==> config.mk <==
export PLATFORM = sky130hd
export DESIGN_NAME = skip_pulse_meter_flat
export DESIGN_NICKNAME = d
export VERILOG_FILES = /design/src/rtl/skip_pkg.sv /design/src/rtl/skip_pulse_meter_if.sv /design/src/rtl/skip_edge_sync.sv /design/src/rtl/skip_pulse_meter.sv /design/src/flat_wrapper.sv
export SDC_FILE = /design/constraint.sdc
export NUM_CORES = 1
export LEC_CHECK = 0
export ABC_AREA = 1
export ABC_CLOCK_PERIOD_IN_PS = 1900
export CORE_MARGIN = 1.5
export CORE_UTILIZATION = 35
export DETAILED_ROUTE_END_ITERATION = 6
export HOLD_SLACK_MARGIN = 0.02
export SYNTH_ARGS = -nofsm -noshare
export SYNTH_HDL_FRONTEND = slang
export SYNTH_HIERARCHICAL = 1
export SYNTH_SLANG_ARGS = --single-unit
==> constraint.sdc <==
create_clock -name mCLK -period 1.9 [get_ports mCLK]
set_input_delay 0.285 -clock mCLK [delete_from_list [all_inputs] [get_ports mCLK]]
set_output_delay 0.285 -clock mCLK [all_outputs]
set_load 0.03 [all_outputs]
==> src/rtl/skip_pkg.sv <==
// Shared definitions for the skip-clock ring and its pulse meter: FSM state
// encoding, default counter widths and the ring length.
package skip_pkg;

  localparam int SKIP_CW = 8;
  localparam int SKIP_PW = 32;
  localparam int LEN     = 16;

  typedef enum logic {
    IDLE = 1'b0,
    MEAS = 1'b1
  } state_t;

endpackage

==> src/rtl/skip_pulse_meter_if.sv <==
// Measurement bus of skip_pulse_meter: ring inputs and enable from the
// controlling side, published counts back to it.
interface skip_pulse_meter_if
  import skip_pkg::*;
#(
  parameter int CW = SKIP_CW,
  parameter int PW = SKIP_PW
);

  logic          E;
  logic          sCLK;
  logic          B0;
  logic [CW-1:0] PCOUNT;
  logic [PW-1:0] PERIOD;
  logic          VALID;
  logic          OVF;

  modport master (output E, sCLK, B0, input PCOUNT, PERIOD, VALID, OVF);
  modport slave  (input E, sCLK, B0, output PCOUNT, PERIOD, VALID, OVF);

endinterface

==> src/rtl/skip_edge_sync.sv <==
// Rising-edge strobe for one ring signal in the mCLK domain. With
// SKIP_METER_SYNC_EN defined a 2-FF synchronizer precedes the edge detector.
module skip_edge_sync (
  input  logic mCLK,
  input  logic RST,
  input  logic din,
  output logic rise
);

  logic samp_in;
  logic samp;
  logic prev;

`ifdef SKIP_METER_SYNC_EN
  logic [1:0] sync;

  always_ff @(posedge mCLK) begin
    if (RST) sync <= '0;
    else     sync <= {sync[0], din};
  end

  assign samp_in = sync[1];
`else
  assign samp_in = din;
`endif

  // NOTE: non-blocking assignments let samp and prev update together, so
  // prev always holds the previous cycle's sample regardless of statement order.
  always_ff @(posedge mCLK) begin
    if (RST) begin
      samp <= 1'b0;
      prev <= 1'b0;
    end else begin
      samp <= samp_in;
      prev <= samp;
    end
  end

  assign rise = samp & ~prev;

endmodule

==> src/rtl/skip_pulse_meter.sv <==
// Counts sCLK rising edges and mCLK cycles per ring revolution (B0 rise to
// B0 rise) and publishes them with a VALID strobe. Build option: SKIP_METER_SYNC_EN.
module skip_pulse_meter
  import skip_pkg::*;
#(
  parameter int CW = SKIP_CW,
  parameter int PW = SKIP_PW
) (
  input logic             mCLK,
  input logic             RST,
  skip_pulse_meter_if.slave bus
);

  localparam logic [CW-1:0] PCNT_ONE = CW'(1);
  localparam logic [CW-1:0] PCNT_MAX = '1;
  localparam logic [PW-1:0] PER_ONE  = PW'(1);
  localparam logic [PW-1:0] PER_MAX  = '1;

  logic s_rise;
  logic b_rise;

  skip_edge_sync u_sclk_edge (.mCLK(mCLK), .RST(RST), .din(bus.sCLK), .rise(s_rise));
  skip_edge_sync u_b0_edge   (.mCLK(mCLK), .RST(RST), .din(bus.B0),   .rise(b_rise));

  state_t        state,    state_n;
  logic [CW-1:0] pcnt,     pcnt_n;
  logic [PW-1:0] per,      per_n;
  logic          ovf,      ovf_n;
  logic [CW-1:0] pcount_q, pcount_n;
  logic [PW-1:0] period_q, period_n;
  logic          ovf_q,    ovf_out_n;
  logic          valid_q,  valid_n;

  // NOTE: every output of this block gets a default first, so no path leaves
  // a variable unassigned and no latch is inferred.
  always_comb begin
    state_n   = state;
    pcnt_n    = pcnt;
    per_n     = per;
    ovf_n     = ovf;
    pcount_n  = pcount_q;
    period_n  = period_q;
    ovf_out_n = ovf_q;
    valid_n   = 1'b0;

    if (!bus.E) begin
      state_n = IDLE;
      pcnt_n  = '0;
      per_n   = '0;
      ovf_n   = 1'b0;
    end else begin
      case (state)
        IDLE: begin
          if (b_rise) begin
            state_n = MEAS;
            pcnt_n  = s_rise ? PCNT_ONE : '0;
            per_n   = PER_ONE;
            ovf_n   = 1'b0;
          end
        end
        MEAS: begin
          if (b_rise) begin
            pcount_n  = pcnt;
            period_n  = per;
            ovf_out_n = ovf;
            valid_n   = 1'b1;
            // A pulse coinciding with B0 opens the new revolution.
            pcnt_n    = s_rise ? PCNT_ONE : '0;
            per_n     = PER_ONE;
            ovf_n     = 1'b0;
          end else begin
            if (per == PER_MAX) ovf_n = 1'b1;
            else                per_n = per + PER_ONE;
            if (s_rise) begin
              if (pcnt == PCNT_MAX) ovf_n  = 1'b1;
              else                  pcnt_n = pcnt + PCNT_ONE;
            end
          end
        end
        default: state_n = IDLE;
      endcase
    end
  end

  always_ff @(posedge mCLK) begin
    if (RST) begin
      state    <= IDLE;
      pcnt     <= '0;
      per      <= '0;
      ovf      <= 1'b0;
      pcount_q <= '0;
      period_q <= '0;
      ovf_q    <= 1'b0;
      valid_q  <= 1'b0;
    end else begin
      state    <= state_n;
      pcnt     <= pcnt_n;
      per      <= per_n;
      ovf      <= ovf_n;
      pcount_q <= pcount_n;
      period_q <= period_n;
      ovf_q    <= ovf_out_n;
      valid_q  <= valid_n;
    end
  end

  assign bus.PCOUNT = pcount_q;
  assign bus.PERIOD = period_q;
  assign bus.OVF    = ovf_q;
  assign bus.VALID  = valid_q;

endmodule

==> src/flat_wrapper.sv <==
// flat-port wrapper written by rule: the top's interface ports become plain ports
module skip_pulse_meter_flat import skip_pkg::*;
#(
  parameter int CW = SKIP_CW,
  parameter int PW = SKIP_PW
)
  (mCLK, RST, bus_E, bus_sCLK, bus_B0, bus_PCOUNT, bus_PERIOD, bus_VALID, bus_OVF);
  skip_pulse_meter_if #(.CW(CW), .PW(PW)) bus_i ();
  input logic mCLK;
  input logic RST;
  input wire logic [$bits(bus_i.E)-1:0] bus_E;
  input wire logic [$bits(bus_i.sCLK)-1:0] bus_sCLK;
  input wire logic [$bits(bus_i.B0)-1:0] bus_B0;
  output wire logic [$bits(bus_i.PCOUNT)-1:0] bus_PCOUNT;
  output wire logic [$bits(bus_i.PERIOD)-1:0] bus_PERIOD;
  output wire logic [$bits(bus_i.VALID)-1:0] bus_VALID;
  output wire logic [$bits(bus_i.OVF)-1:0] bus_OVF;
  assign bus_i.E = bus_E;
  assign bus_i.sCLK = bus_sCLK;
  assign bus_i.B0 = bus_B0;
  assign bus_PCOUNT = bus_i.PCOUNT;
  assign bus_PERIOD = bus_i.PERIOD;
  assign bus_VALID = bus_i.VALID;
  assign bus_OVF = bus_i.OVF;
  skip_pulse_meter #(.CW(CW), .PW(PW)) u_core (.mCLK(mCLK), .RST(RST), .bus(bus_i));
endmodule
Word-level counts from Yosys, hierarchy flattened
Cells that the tools add are included.

operators by class
  $add $sub $neg = 2
  multiply operators = 0
  div/mod/pow operators = 0
  order comparisons = 0
  equality and inequality tests = 6
  shift operators = 0
  mux-type cells = 18
  bitwise operators = 6
  reduce and logical (&&, ||, !) cells = 5

operators with widths
  cell                                                              number
  32-bit 2-to-1 mux                                                 3
  32-bit case mux with 2 select lines                               1
  32-bit by 1-bit adder with 32-bit output (second input constant)  1
  32-bit == test (second input constant)                            1
  8-bit 2-to-1 mux                                                  4
  8-bit case mux with 2 select lines                                1
  8-bit by 1-bit adder with 8-bit output (second input constant)    1
  8-bit == test (second input constant)                             1
  1-bit 2-to-1 mux                                                  8
  3-bit by 2-bit != test with 1-bit output (second input constant)  2
  3-bit AND reduction                                               2
  1-bit NOT                                                         4
  3-bit by 1-bit != test with 1-bit output (second input constant)  1
  3-bit OR reduction                                                1
  1-bit bitwise AND                                                 2
  2-bit by 1-bit != test with 1-bit output (second input constant)  1
  1-bit case mux with 2 select lines                                1
  2-bit AND reduction                                               1
  2-bit OR reduction                                                1

word-level totals
  register bits = 88
  latch bits = 0
  bits in writable memories = 0
  memory bits (read-only) = 0
  input port bits = 5
  memories = 0

Longest topological paths before layout
  word-level depth = 6
  mapped depth = 13
  gate-level depth less buffers = 12

By module
The synthesis kept the hierarchy.

by module, submodules not included
  module            instances  cells each  area each (µm²)  sequential area each (µm²)
  skip_pulse_meter  1          588         4010.1           1681.6
  skip_edge_sync    2          7           58.8             40.0

Least setup slack after synthesis
No wires, ideal clock.

  path kind = register -> register
  from = register u_core.per[0]
  to = register u_core.per[31]
  library setup time = 0.114 ns
  arrival = 1.578 ns
  data required time = 1.786 ns
  path slack = 0.209 ns
  cell stages (with the launch flop) = 14
  path buffers = 1
  period minus slack after synthesis = 1.691 ns
  cell sequence = dfxtp_1 -> ha_1 -> inv_2 -> nor2_4 -> nand2_4 -> nor2_8 -> nand2_4 -> nand2_8 -> nand2_4 -> buf_6 -> nand2_1 -> nand2_1 -> nand2_1 -> nor2_2

on the way
  longest elaborated chain between the ends = 4
  elaborated cells on any way between the ends = 7

ends and longest elaborated chain
  what                                      line                    text
  start, declared                           skip_pulse_meter.sv:27  logic [PW-1:0] per, per_n;
  start signal, assigned                    skip_pulse_meter.sv:98  per <= per_n;
  32-bit by 1-bit adder with 32-bit output  skip_pulse_meter.sv:73  else per_n = per + PER_ONE;
  32-bit 2-to-1 mux                         skip_pulse_meter.sv:72  if (per == PER_MAX) ovf_n = 1'b1;
  32-bit 2-to-1 mux                         skip_pulse_meter.sv:62  if (b_rise) begin
  32-bit case mux with 2 select lines       skip_pulse_meter.sv:52  case (state)

Several ways; a longest one is shown, not always the timed one. The select of a mux whose other input is x is not followed.
A chain may end at the register's enable or synchronous reset.

Worst setup path in the final report
  from = register u_core.per[0]
  to = register u_core.per[9]

The elaborated chain is that of the path after synthesis.

==> flow_summary_export.csv <==
group,metric,value,unit
cts,cts_tree,"done",
yosys,yosys_most_used_dff,"dfxtp_1",
critical_path,endpoint_kind,"flop",
yosys,synth_cell_type_count,30,
critical_path,cp_max_fo,12,
outcome,status,"finished, final reports clean",
timing,setup_tns,0,ps
pwr,peakVddDrop,0.478,mV
yosys,yosysTopAreaCellShare,42.7,%
die,die_height,112,um
layout,final_nets,660,
die,fp.dieW,112,um
grt,grt_pass1_vias,3840,
die,dieArea,12500,um2
routing,via_per_inst,4.80,
pwr,power_density,781,nW/um2
critical_path,worstPathArrival,1970,ps
critical_path,crit_path_start_kind,"flop",
critical_path,cp.required,2130,ps
yosys,syn_nets,609,
timing,setup_violations,0,
layout,drive_gt1_share,9.88,%
layout,post-route-util,45.1,%
placed_design,hpwl,7.18,mm
cts,cts_made_buffers,9,
yosys,syn_avg_cell_area,6.86,um2
grt,grt_max_degree,52,
yosys,seq_area_frac_synth,42.7,%
yosys,synth_most_common_cell,"nand2_1",
timing,relSlewSlack,73.2,%
timing,hold_viol_final,0,
die,pin_count,47,
timing,worstMarginPinSlew,400,ps
die,row_count,39,
layout,fillers,1158,
cts,clockBufferDepth,2,
cts,htree_levels,3,
die,core_area,11500,um2
routing,drtPass1Iterations,4,
yosys,synthTopCellsByArea,"dfxtp_1 (43%), nand2_1 (11%), inv_1 (8.1%), nor2_1 (7.8%), a21oi_1 (7.8%)",
yosys,yosysWarnings,6,
timing,period_share,91.5,%
yosys,yosys_register_bits,88,
routing,vias,3846,
placed_design,place_worst_setup_slack,21.3,ps
min_path,hold_path_class,"flop to flop",
routing,drtIter0Drc,175,
timing,fmax,0.575,GHz
yosys,netlist_top_cells_count,"nand2_1 (123), inv_1 (89), dfxtp_1 (88)",
timing,rsz0062_at_grt,"false",
yosys,async_reset_ff_share,0,%
routing,drc_errors,0,
cts,path_clk_slew,60,ps
grt,grt_usage,17.2,%
placed_design,gp_congestion,0.904,
timing,setup_ws,162,ps
yosys,synth_area_leader_cell,"dfxtp_1",
timing,clock_skew,4.68,ps
grt,grt_pass1_wl,17.4,mm
placed_design,port_buffers,46,
grt,antenna_found_initial,0,
critical_path,crit_type,"flop to flop",
flow_run,max_cap_viol_count,0,
die,initial_core_util,36.0,%
routing,drtAntennaViolNets,0,
cts,clock-sinks,88,
placed_design,place_area,4810,um2
yosys,syn_inst,602,
cts,cts_root_buf,"clkbuf_16",
layout,n_antenna_cell,0,
yosys,synth-edff-count,0,
layout,fin_area,5170,um2
cts,insertion_delay,340,ps
layout,area_growth,25.3,%
timing,period_needed,1740,ps
routing,finalWirelength,10.1,mm
grt,grt-ovfl-total,0,
routing,routedWlPerCell,12.6,um
yosys,netlist_area,4130,um2
cts,postCtsHoldBufs,0,
pwr,p_leak,1.87,nW
timing,slew_violations,0,
[final cells by class]
type | count | area (um2) | area share, %
multi-input combinational | 400 | 1940 | 37.4
timing repair buffer | 64 | 621 | 12.0
sequential | 88 | 1760 | 34.1
clock inverter | 6 | 108 | 2.08
clock buffer | 10 | 229 | 4.43
tap | 143 | 179 | 3.46
inverter | 90 | 338 | 6.53
[state kept, by name (all words and copies together) (netlist names)]
| name | cells |
|---|---|
| u_core/bus.OVF | 1 |
| u_core/bus.PCOUNT | 8 |
| u_core/bus.PERIOD | 32 |
| u_core/bus.VALID | 1 |
| u_core/ovf | 1 |
| u_core/pcnt | 8 |
| u_core/per | 32 |
| u_core/state | 1 |
| u_core/u_b0_edge/prev | 1 |
| u_core/u_b0_edge/samp | 1 |
| u_core/u_sclk_edge/prev | 1 |
| u_core/u_sclk_edge/samp | 1 |
[kinds of logic (layout without fill, tap and decap cells)]
kind of cell             after synthesis  after routing  synth area share [%]
AND/OR/NAND/NOR                      276            276                  30.2
AO/OA/AOI/OAI                        120            120                  15.0
buffers and inverters                114            170                  11.1
flip-flops                            88             88                  42.7
adder cells (fa/ha/maj)                2              2                 0.606
XOR/XNOR                               2              2                 0.424
[critical path, stage by stage, from the launching register on]
cell	delay, ps
dfxtp_2	370
ha_1	190
inv_2	50
nor2_4	140
nand2_4	90
nor2_8	160
nand2_4	100
nand2_8	110
nand2_4	140
nand2_1	120
nand2_1	50
nand2_1	50
nor2_1	40
[stage by stage]
step | power, mW | hold WS, ps | std cells
5_1_grt | 4.22 | 437 | 801
3_5_place_dp | 2.09 | 423 | 785
3_3_place_gp | 2.09 | 421 | 785
2_1_floorplan | 2.03 | 356 | 602
6_report | 4.04 | 425 | 801
4_1_cts | 4.11 | 429 | 801
[power breakdown]
group / switching (mW) / internal, mW / total [mW]
Clock: 0.710 / 1.28 / 1.99
Combinational: 0.126 / 0.0608 / 0.187
Sequential: 0.00730 / 1.86 / 1.87
[path summary, 6_finish.rpt]
path	end	slack (ps)	cells past startpoint	from
max reg2reg	u_core/per[9]$_SDFFE_PP0P_	160	12	u_core/per[0]$_SDFFE_PP0P_
max	u_core/per[9]$_SDFFE_PP0P_	160	12	u_core/per[0]$_SDFFE_PP0P_
min	u_core/u_sclk_edge/prev$_SDFF_PP0_	430	2	u_core/u_sclk_edge/samp$_SDFF_PP0_
min reg2reg	u_core/u_sclk_edge/prev$_SDFF_PP0_	430	2	u_core/u_sclk_edge/samp$_SDFF_PP0_
[placed cells by master, fill, tap and decap left out, types with 2 or more instances in the layout]
cell	n
nand3_1	20
o21bai_1	6
or2_2	3
a21oi_1	64
buf_4	16
buf_12	2
inv_1	89
xor2_1	2
nand2_4	5
nand3_2	5
nand4_1	14
nand2_2	5
nor2_4	3
dfxtp_2	2
dfxtp_1	86
clkdlybuf4s50_1	46
bufinv_16	3
nor2_2	6
nor2_1	83
o21ai_0	48
nand3b_1	2
clkinv_2	2
ha_1	2
nor3_1	6
clkbuf_16	9
nand2_1	121
[timing repair]
action | 4_1_cts | 5_1_grt
resized for setup | 0 | 9
endpoints found under the setup margin | 0 | 32
buffers inserted | 0 | 0
[routing by layer]
metal  wire (um)  vias up  track usage [%]
met4         204        0             7.51
li1            -     1998                -
met1        4860     1759             21.9
met3         373       18             3.97
met2        4640       71             27.9
met5           0        -                0
Power figures use the tool's default switching activity.
